File: src/rtl/duck_pkg.sv
// Shared types and constants for the duck palette arbiter: the 16-entry
// colour palette, the RGB nibble struct and the default colour-key index.
package duck_pkg;

  typedef struct packed {
    logic [3:0] red;
    logic [3:0] green;
    logic [3:0] blue;
  } rgb12_t;

  localparam int unsigned DUCK_TRANSP_INDEX = 6;

  // Entry i lives at DUCK_PALETTE[i]; the concatenation runs 15 down to 0
  localparam logic [15:0][11:0] DUCK_PALETTE = {
    12'h000, 12'hA01, 12'h000, 12'h000,   // 15..12
    12'h000, 12'h000, 12'h000, 12'h000,   // 11..8
    12'h000, 12'hAEA, 12'h050, 12'hF76,   // 7..4
    12'h000, 12'hFFF, 12'h000, 12'h000    // 3..0
  };

  function automatic rgb12_t duck_lookup(input logic [3:0] idx);
    return rgb12_t'(DUCK_PALETTE[idx]);
  endfunction

endpackage

File: src/rtl/duck_rr_pick.sv
// Combinational round-robin picker: first asserted request at or above
// i_ptr, wrapping modulo N_REQ.
module duck_rr_pick #(
  parameter int unsigned N_REQ = 4,
  parameter int unsigned ID_W  = $clog2(N_REQ)
) (
  input  logic [N_REQ-1:0] i_req,
  input  logic [ID_W-1:0]  i_ptr,
  output logic [N_REQ-1:0] o_grant,
  output logic [ID_W-1:0]  o_idx,
  output logic             o_any
);

  always_comb begin
    logic [ID_W-1:0] w_cand;
    logic            w_found;
    o_grant = '0;
    o_idx   = '0;
    w_found = 1'b0;
    w_cand  = '0;
    for (int unsigned k = 0; k < N_REQ; k++) begin
      w_cand = ID_W'((32'(i_ptr) + k) % N_REQ);
      if (!w_found && i_req[w_cand]) begin
        w_found         = 1'b1;
        o_grant[w_cand] = 1'b1;
        o_idx           = w_cand;
      end
    end
    o_any = w_found;
  end

endmodule

File: src/rtl/duck_palette_arbiter.sv
// Round-robin share of the duck palette lookup among N_REQ pixel pipelines,
// followed by a two-stage registered lookup with full-rate backpressure.
module duck_palette_arbiter
  import duck_pkg::*;
#(
  parameter int unsigned N_REQ        = 4,
  parameter int unsigned IDX_W        = 4,
  parameter int unsigned TRANSP_INDEX = DUCK_TRANSP_INDEX
) (
  input  logic                       Clk,
  input  logic                       Reset_n,
  input  logic [N_REQ-1:0]           req_valid,
  input  logic [N_REQ*IDX_W-1:0]     req_index,
  output logic [N_REQ-1:0]           req_ready,
  output logic                       rsp_valid,
  input  logic                       rsp_ready,
  output logic [$clog2(N_REQ)-1:0]   rsp_id,
  output logic [3:0]                 rsp_red,
  output logic [3:0]                 rsp_green,
  output logic [3:0]                 rsp_blue,
  output logic                       rsp_transp
);

  localparam int unsigned ID_W = $clog2(N_REQ);

  logic [ID_W-1:0]  r_rr_ptr;
  logic             r_s1_valid;
  logic [IDX_W-1:0] r_s1_index;
  logic [ID_W-1:0]  r_s1_id;
  logic             r_rsp_valid;
  rgb12_t           r_rsp_rgb;
  logic [ID_W-1:0]  r_rsp_id;
  logic             r_rsp_transp;

  logic [N_REQ-1:0] w_grant;
  logic [ID_W-1:0]  w_idx;
  logic             w_any;
  logic             w_adv1;
  logic             w_adv2;
  logic [IDX_W-1:0] w_sel_index;

  duck_rr_pick #(
    .N_REQ (N_REQ),
    .ID_W  (ID_W)
  ) u_pick (
    .i_req   (req_valid),
    .i_ptr   (r_rr_ptr),
    .o_grant (w_grant),
    .o_idx   (w_idx),
    .o_any   (w_any)
  );

  assign w_adv2 = !r_rsp_valid || rsp_ready;
  assign w_adv1 = !r_s1_valid || w_adv2;
  // Gating with Reset_n keeps req_ready low while reset is held
  assign req_ready = w_grant & {N_REQ{w_adv1 & Reset_n}};

  always_comb begin
    w_sel_index = '0;
    for (int unsigned k = 0; k < N_REQ; k++) begin
      if (w_grant[k]) w_sel_index = req_index[k*IDX_W +: IDX_W];
    end
  end

  always_ff @(posedge Clk or negedge Reset_n) begin
    if (!Reset_n) begin
      r_rr_ptr     <= '0;
      r_s1_valid   <= 1'b0;
      r_s1_index   <= '0;
      r_s1_id      <= '0;
      r_rsp_valid  <= 1'b0;
      r_rsp_rgb    <= '0;
      r_rsp_id     <= '0;
      r_rsp_transp <= 1'b0;
    end else begin
      if (w_adv1) begin
        r_s1_valid <= w_any;
        r_s1_index <= w_sel_index;
        r_s1_id    <= w_idx;
        if (w_any) r_rr_ptr <= (w_idx == ID_W'(N_REQ - 1)) ? '0 : w_idx + 1'b1;
      end
      if (w_adv2) begin
        r_rsp_valid  <= r_s1_valid;
        r_rsp_rgb    <= duck_lookup(r_s1_index);
        r_rsp_id     <= r_s1_id;
        r_rsp_transp <= (r_s1_index == IDX_W'(TRANSP_INDEX));
      end
    end
  end

  assign rsp_valid  = r_rsp_valid;
  assign rsp_id     = r_rsp_id;
  assign rsp_red    = r_rsp_rgb.red;
  assign rsp_green  = r_rsp_rgb.green;
  assign rsp_blue   = r_rsp_rgb.blue;
  assign rsp_transp = r_rsp_transp;

endmodule

File: config.mk
export PLATFORM = sky130hd
export DESIGN_NAME = duck_palette_arbiter
export DESIGN_NICKNAME = d
export VERILOG_FILES = /design/src/rtl/duck_pkg.sv /design/src/rtl/duck_rr_pick.sv /design/src/rtl/duck_palette_arbiter.sv
export SDC_FILE = /design/constraint.sdc
export NUM_CORES = 1
export LEC_CHECK = 0
export CAP_MARGIN = 20
export CORE_ASPECT_RATIO = 0.7
export CORE_MARGIN = 4
export CORE_UTILIZATION = 50
export CTS_BUF_LIST = sky130_fd_sc_hd__clkbuf_8
export CTS_CLUSTER_SIZE = 14
export DETAILED_ROUTE_END_ITERATION = 12
export PLACE_DENSITY = 0.81
export SKIP_LAST_GASP = 1
export SLEW_MARGIN = 20
export SYNTH_ARGS = -nofsm -noshare
export SYNTH_HDL_FRONTEND = slang
export SYNTH_SLANG_ARGS = --single-unit
File: constraint.sdc
create_clock -name Clk -period 3.1 [get_ports Clk]
set_input_delay 0.31 -clock Clk [delete_from_list [all_inputs] [get_ports Clk]]
set_output_delay 0.31 -clock Clk [all_outputs]
set_load 0.005 [all_outputs]
# Yosys cells after proc, flatten, opt, wreduce, memory -nomap -nowiden
# Memories as Yosys holds them, arrays and structs flattened. A register that Yosys moved wholly into a read port is not among the register bits.
# Cells that the tools add are included.
# totals
ff_bits,13
rom_bits,192
input_bits,23
out_inout_bits,20
wordCells,76
n_memories,1
# op_classes
add_sub_neg,4
order_cmp,8
n_eq_ne,2
n_mux,33
bitwise,5
n_reduce_logical,16
# memory_table
memory,depth,word_bits,rd,rd_ports_with_merged_regs,write_ports,line,source
(no name shown),16,12,1,1,0,duck_pkg.sv:22,return rgb12_t'(DUCK_PALETTE[idx]);
# ops
op,n
$mux 4,8
$lt 2x3->1 const B,4
$mux 1,12
$or 4x4->4,3
$mux 2,5
$bmux 1 s2,4
$demux 1 s2,4
$ge 2x1->1 const B,4
$logic_and 1x1->1,7
$logic_not 1->1,6
$add 2x1->2 const B,2
$add 2x2->2 const B,2
$and 4x4->4,1
$eq 4x3->1 const B,1
$eq 2x2->1 const B,1
$logic_or 1x1->1,2
$reduce_and 2->1,1
$and 1x1->1,1

# Longest topological paths before layout
# Gate-level depths: netlist of run 1.
# depth
depth_word,16
depth_mapped,10

# Hierarchy
# Synthesis of run 1 repeated with hierarchy kept, for this count alone.
# hier_totals
hier_cells,151
area_unflattened_um2,1476.4
# by_module_without_submodules
mod,instances,cells_each,area_per_inst_um2
duck_palette_arbiter,1,106,1054.8
duck_rr_pick,1,45,421.7

# Least setup slack after synthesis of run 1
# No wires, ideal clock.
# synth_path
kind,reg-to-output
from,reg with a tool-made name
to,out req_ready[2]
t_arrival_ns,2.599
setup_slack_ns,0.191
stages_incl_launch_ff,10
path_buffers,2
cell_sequence,dfrtp_1 -> buf_2 -> inv_1 -> ha_1 -> clkbuf_1 -> mux4_2 -> nand3b_1 -> a31oi_1 -> or2_2 -> nor2b_1
# synth_lines
element,line,source
to (decl),duck_palette_arbiter.sv:14,"output logic [N_REQ-1:0] req_ready,"

==> results of run 1 <==
## worst max-delay path, cell delays in order (launching register included)
cell and delay, ns:
dfrtp_1 0.38, buf_4 0.21, or3b_1 0.43, a2111oi_4 0.38, buf_4 0.19, o21ai_2 0.11
a21oi_2 0.20, clkdlybuf4s50_1 0.52
## area by class of cell
type | instances | area, um^2
Multi-Input combinational cell | 130 | 992.2
Fill cell | 188 | 698.2
Timing Repair Buffer | 58 | 553.0
Sequential cell | 20 | 500.5
Tap cell | 36 | 45.04
Clock buffer | 3 | 41.29
Clock inverter | 1 | 30.03
Inverter | 6 | 22.52
## metrics by stage
| step | power (W) | util, % |
|---|---|---|
| 2_1_floorplan | 0.001279 | - |
| 3_3_place_gp | 0.001683 | 71.48 |
| 3_5_place_dp | 0.001733 | 71.48 |
| 4_1_cts | 0.002002 | 73.96 |
| 5_1_grt | 0.002196 | 75.78 |
| 6_report | 0.002055 | 75.78 |
## synthesized netlist by cell type, types with 2 or more instances
cell type	instances
dfrtp_1	20
a21oi_1	15
nand2_1	14
nor2_1	9
o21ai_0	8
ha_1	7
clkbuf_1	6
mux2i_1	6
a211oi_1	5
a31oi_1	5
buf_4	5
inv_1	5
nor2b_1	5
o211ai_1	5
o21bai_1	5
nand3b_1	4
a21o_1	3
o31ai_1	3
xor2_1	3
a2111oi_4	2
a22o_1	2
buf_2	2
mux2_2	2
mux4_2	2
nand2b_1	2
nor3_1	2
o21ai_2	2
or2_2	2
or3b_1	2
## timing repair
action / in CTS / in global routing
gates resized for setup: 0 / 7
setup endpoints to repair: 0 / 3
buffers inserted: 0 / 1
hold buffers: 0 / 0
hold endpoints to repair: 0 / 0
## report_power, final
part           internal, W  switching (W)  leakage (nW)
Clock             0.000172      0.0000887        0.0357
Sequential        0.000370      0.0000925         0.245
Combinational     0.000649       0.000683         0.691
Total              0.00119       0.000864         0.972
## cell families (layout without fill, tap and decap cells)
kind of cell,Yosys count,count (layout),share of synthesized area [%]
AO/OA/AOI/OAI,62,62,29.01
AND/OR/NAND/NOR,45,45,14.99
flip-flops,20,20,32.23
buffers and inverters,19,68,5.963
multiplexers,11,12,9.912
adder cells (fa/ha/maj),7,7,5.640
XOR/XNOR,4,4,2.257
## flip-flops by register name, summed over array words and instances (netlist names), named ones only
register    flops
rsp_red         2
r_rr_ptr        1
r_s1_valid      1
rsp_transp      1
rsp_id          2
r_s1_id         2
rsp_valid       1
rsp_blue        2
rsp_green       3
r_s1_index      4
## routing by layer
metal / vias to the layer above / wire length (um) / track usage, %
li1: 717 / - / -
met1: 703 / 1949 / 30.32
met2: 83 / 1826 / 33.67
met3: 4 / 395 / 4.587
met4: 0 / 27 / 2.367
met5: - / 0 / 0
## worst paths after layout
path	startpoint	endpoint	slack, ns	cells past startpoint
hold reg to reg	rsp_id[1]	rsp_id[1]	0.48	2
max in group asynchronous	Reset_n	r_s1_index[0]	2.46	2
setup reg to reg	register	r_s1_index[0]	0.68	7
hold / removal	Reset_n	r_s1_valid	0.43	2
min in group Clk	rsp_id[1]	rsp_id[1]	0.48	2
setup / recovery	register	req_ready[3]	0.11	7
==> impl_metrics.csv, run 1 <==
group,metric,value,unit
layout,synthToLayoutAreaGrowth,40.69,%
layout,mostFrequentLayoutCells,"clkdlybuf4s50_1, dfrtp_1, buf_4",
drt,firstDrtPassIters,4,
clocking,root_buffer,"clkbuf_8",
global_route,overflow,0,
floorplanning,core,2883,um^2
synthesis,synth-seq-cells,20,
clocking,clock_latency,0.26,ns
synthesis,synth-edff-count,0,
global_route,grt_pass1_wl,6.541,mm
synthesis,yosysWarningCount,0,
floorplanning,io_pins,43,
clocking,htreeDepth,1,
synthesis,ys_dominant_reg_cell,"dfrtp_1",
sta,worstMarginPinSlew,0.4944,ns
power,leakage,0.9722,nW
floorplanning,die_h,54.63,um
clocking,clk_pin_slew,0.08,ns
placement,place_ws,0.06819,ns
clocking,numCtsBuffers,3,
clocking,cts_tree,"done",
global_route,grt_max_degree,22,
synthesis,synth_cells,168,
layout,fin_cells,254,
sta,hold_slack,0.4272,ns
critical_path,required,2.79,ns
power,p_per_area,940.9,nW/um^2
synthesis,syn_area,1553,um^2
sta,worst_slack,0.1090,ns
floorplanning,fp.dieW,74.61,um
critical_path,cp_data_arrival_time,2.68,ns
power,ir_worst_vdd,0.0004405,V
sta,finalHoldViolCount,0,
synthesis,synth.distinct_cells,44,
hold_path,hold_path_class,"primary input to async pin",
critical_path,end_kind,"output port",
floorplanning,initial_core_util,53.86,%
placement,dpl.hpwl,3.339,mm
critical_path,crit_path_start_kind,"register",
sta,max_freq,334.3,MHz
layout,drive_gt1_share,16.51,%
layout,finalNetCount,249,
clocking,cts_sinks,20,
floorplanning,die_area,4075,um^2
sta,slew_headroom,66.79,%
sta,skew,0.002246,ns
synthesis,syn_area_per_cell,9.242,um^2
synthesis,async_flop_share,100.0,%
placement,place_area,2061,um^2
critical_path,worst-path-max-fanout,18,
run_status,status,"complete, no violations",
sta,setup_viol,0,
synthesis,synth_top_area_share,32.23,%
critical_path,path_class,"register to output port",
layout,fin_area,2185,um^2
layout,final_common_cell,"clkdlybuf4s50_1",
drt,drt_first_iter_violations,104,
global_route,grt_pass1_vias,1404,
synthesis,synthesis.nets,198,
drt,avgRoutedWirePerCell,16.53,um
sta,grt_setup_unrepaired,"false",
synthesis,ys_seq_area_share,32.23,%
floorplanning,rows,16,
run,cap_violations,0,
drt,ant_nets,0,
sta,drv_slew,0,
synthesis,netlist_top_cells_area,"dfrtp_1, ha_1, a21oi_1, mux2i_1, a2111oi_4",
drt,post-route-drc-count,0,
layout,diodes,0,
sta,fin_setup_tns,0,ns
global_route,antenna_found_initial,0,
drt,wirelength,4.199,mm
placement,io_buffers,42,
placement,gp_congestion,0.9413,
global_route,grt_use_total,21.07,%
sta,finalCriticalPeriod,2.991,ns
clocking,clk_path_buf_depth,2,
placement,place_inst,248,
sta,period_share,96.49,%
drt,via_per_inst,5.933,
drt,vias,1507,
synthesis,yosys.area.top_type,"dfrtp_1",
(Power assumes the default switching activity.)
==> run 2, diff against run 1 <==
--- a/config.mk
+++ b/config.mk
@@ -5,7 +5,6 @@
 export SDC_FILE = /design/constraint.sdc
 export NUM_CORES = 1
 export LEC_CHECK = 0
-export CAP_MARGIN = 20
 export CORE_ASPECT_RATIO = 0.7
 export CORE_MARGIN = 4
 export CORE_UTILIZATION = 50
@@ -18,3 +17,4 @@
 export SYNTH_ARGS = -nofsm -noshare
 export SYNTH_HDL_FRONTEND = slang
 export SYNTH_SLANG_ARGS = --single-unit
+export TNS_END_PERCENT = 1
==> impl_metrics.csv, run 2 (same netlist as run 1, synthesis figures left out) <==
group,metric,value,unit
layout,finalNetCount,249,
clocking,clock_latency,0.26,ns
sta,finalCriticalPeriod,3.050,ns
power,leakage,0.9545,nW
global_route,antenna_found_initial,0,
clocking,numCtsBuffers,3,
drt,firstDrtPassIters,4,
critical_path,end_kind,"output port",
layout,drive_gt1_share,16.06,%
drt,vias,1522,
sta,finalHoldViolCount,0,
sta,worstMarginPinSlew,0.5064,ns
sta,max_freq,327.8,MHz
floorplanning,core,2883,um^2
clocking,clk_pin_slew,0.08,ns
critical_path,path_class,"register to output port",
layout,post-route-util,75.56,%
power,ir_worst_vdd,0.0004391,V
sta,slew_headroom,65.98,%
hold_path,hold_path_class,"primary input to async pin",
global_route,grt_pass1_vias,1404,
floorplanning,initial_core_util,53.86,%
drt,post-route-drc-count,0,
drt,wirelength,4.222,mm
layout,top_register,"r_s1_index",
layout,diodes,0,
floorplanning,die_h,54.63,um
power,p_per_area,943.8,nW/um^2
clocking,ctsHoldBuffers,0,
sta,skew,0.0008092,ns
floorplanning,rows,16,
placement,io_buffers,42,
critical_path,required,2.79,ns
global_route,grt_max_degree,22,
drt,via_per_inst,5.992,
clocking,root_buffer,"clkbuf_8",
sta,grt_setup_unrepaired,"true",
critical_path,cp_cell_sequence,"inv_1 > ha_1 > mux4_2 > nor2b_1 > a22oi_1 > o211ai_1 > nor2b_1 > clkdlybuf4s50_1",
clocking,cts_tree,"done",
critical_path,cpMostUsedCell,"nor2b_1",
drt,avgRoutedWirePerCell,16.62,um
run_status,status,"complete, no violations",
global_route,grt_pass1_wl,6.541,mm
clocking,clk_path_buf_depth,2,
critical_path,cpMaxStageDelayCell,"clkdlybuf4s50_1",
critical_path,worst-path-max-fanout,5,
floorplanning,io_pins,43,
sta,drv_slew,0,
sta,setup_viol,0,
layout,mostFrequentLayoutCells,"clkdlybuf4s50_1, dfrtp_1, buf_4",
layout,n_fill_cell,189,
critical_path,cp_data_arrival_time,2.74,ns
sta,period_share,98.40,%
placement,gp_congestion,0.9413,
drt,drt_first_iter_violations,113,
drt,ant_nets,0,
floorplanning,fp.dieW,74.61,um
critical_path,crit_path_start_kind,"register",
layout,largest_reg_flops,4,
layout,synthToLayoutAreaGrowth,40.29,%
global_route,grt_use_total,21.07,%
placement,dpl.hpwl,3.339,mm
critical_path,slowest_delay,0.52,ns
global_route,overflow,0,
clocking,htreeDepth,1,
run,cap_violations,0,
critical_path,r2r_cells,7,
layout,final_common_cell,"clkdlybuf4s50_1",
clocking,cts_sinks,20,
power,total_power,0.002056,W
floorplanning,die_area,4075,um^2
==> run 2: power breakdown <==
part	internal, W	switching [W]	total, W	leakage [nW]
Clock	0.000172	0.0000885	0.000261	0.0357
Sequential	0.000370	0.0000940	0.000464	0.245
Combinational	0.000649	0.000682	0.00133	0.674
Total	0.00119	0.000865	0.00206	0.955
==> run 2: timing repair <==
action / in CTS / in global routing
endpoints found under the setup margin: 0 / 3
buffers inserted: 0 / 1
gates resized for setup: 0 / 5
==> run 2: area by class of cell <==
type / count / area, um^2 / share of cell area (%)
Inverter: 6 / 22.52 / 1.034
Clock buffer: 3 / 41.29 / 1.895
Timing Repair Buffer: 58 / 550.5 / 25.27
Tap cell: 36 / 45.04 / 2.068
Multi-Input combinational cell: 130 / 988.4 / 45.38
Clock inverter: 1 / 30.03 / 1.379
Sequential cell: 20 / 500.5 / 22.98
==> run 2: worst max-delay path, delay by kind of cell, from the launching register on <==
kind	cells	cell delay, ns
muxes	1	0.36
and+or+nand+nor	2	0.42
adders and majority gates	1	0.30
AOI/OAI and AO/OA	2	0.33
DFF	1	0.38
buffers and inverters	2	0.69
==> run 2: worst paths after layout <==
kind                            endpoint  slack, ns
setup / recovery            req_ready[0]       0.05
max in group asynchronous  r_s1_index[0]       2.46
setup reg to reg           r_s1_index[2]       0.67
hold reg to reg                rsp_id[1]       0.48
hold / removal                r_s1_valid       0.43
min in group Clk               rsp_id[1]       0.48
==> run 2: through the flow <==
step	TNS, ns	cells	hold slack, ns	cell area, um^2	setup slack (ns)
final	0	254	0.4293	2178	0.04953
after global routing	-0.04905	254	0.4550	2178	-0.02719
after CTS	0	252	0.4357	2132	0.05235
after detailed placement	0	248	0.4709	2061	0.06819
after global placement	0	248	0.4633	2061	0.1339
after floorplan	0	168	0.01441	1553	0.1913
==> run 2: layer usage <==
| metal | up-vias | part of all wire [%] | global-route usage, % |
|---|---|---|---|
| li1 | 720 | - | - |
| met5 | - | 0 | 0 |
| met3 | 4 | 9.1 | 4.587 |
| met1 | 706 | 47 | 30.32 |
| met2 | 92 | 43 | 33.67 |
| met4 | 0 | 0.64 | 2.367 |
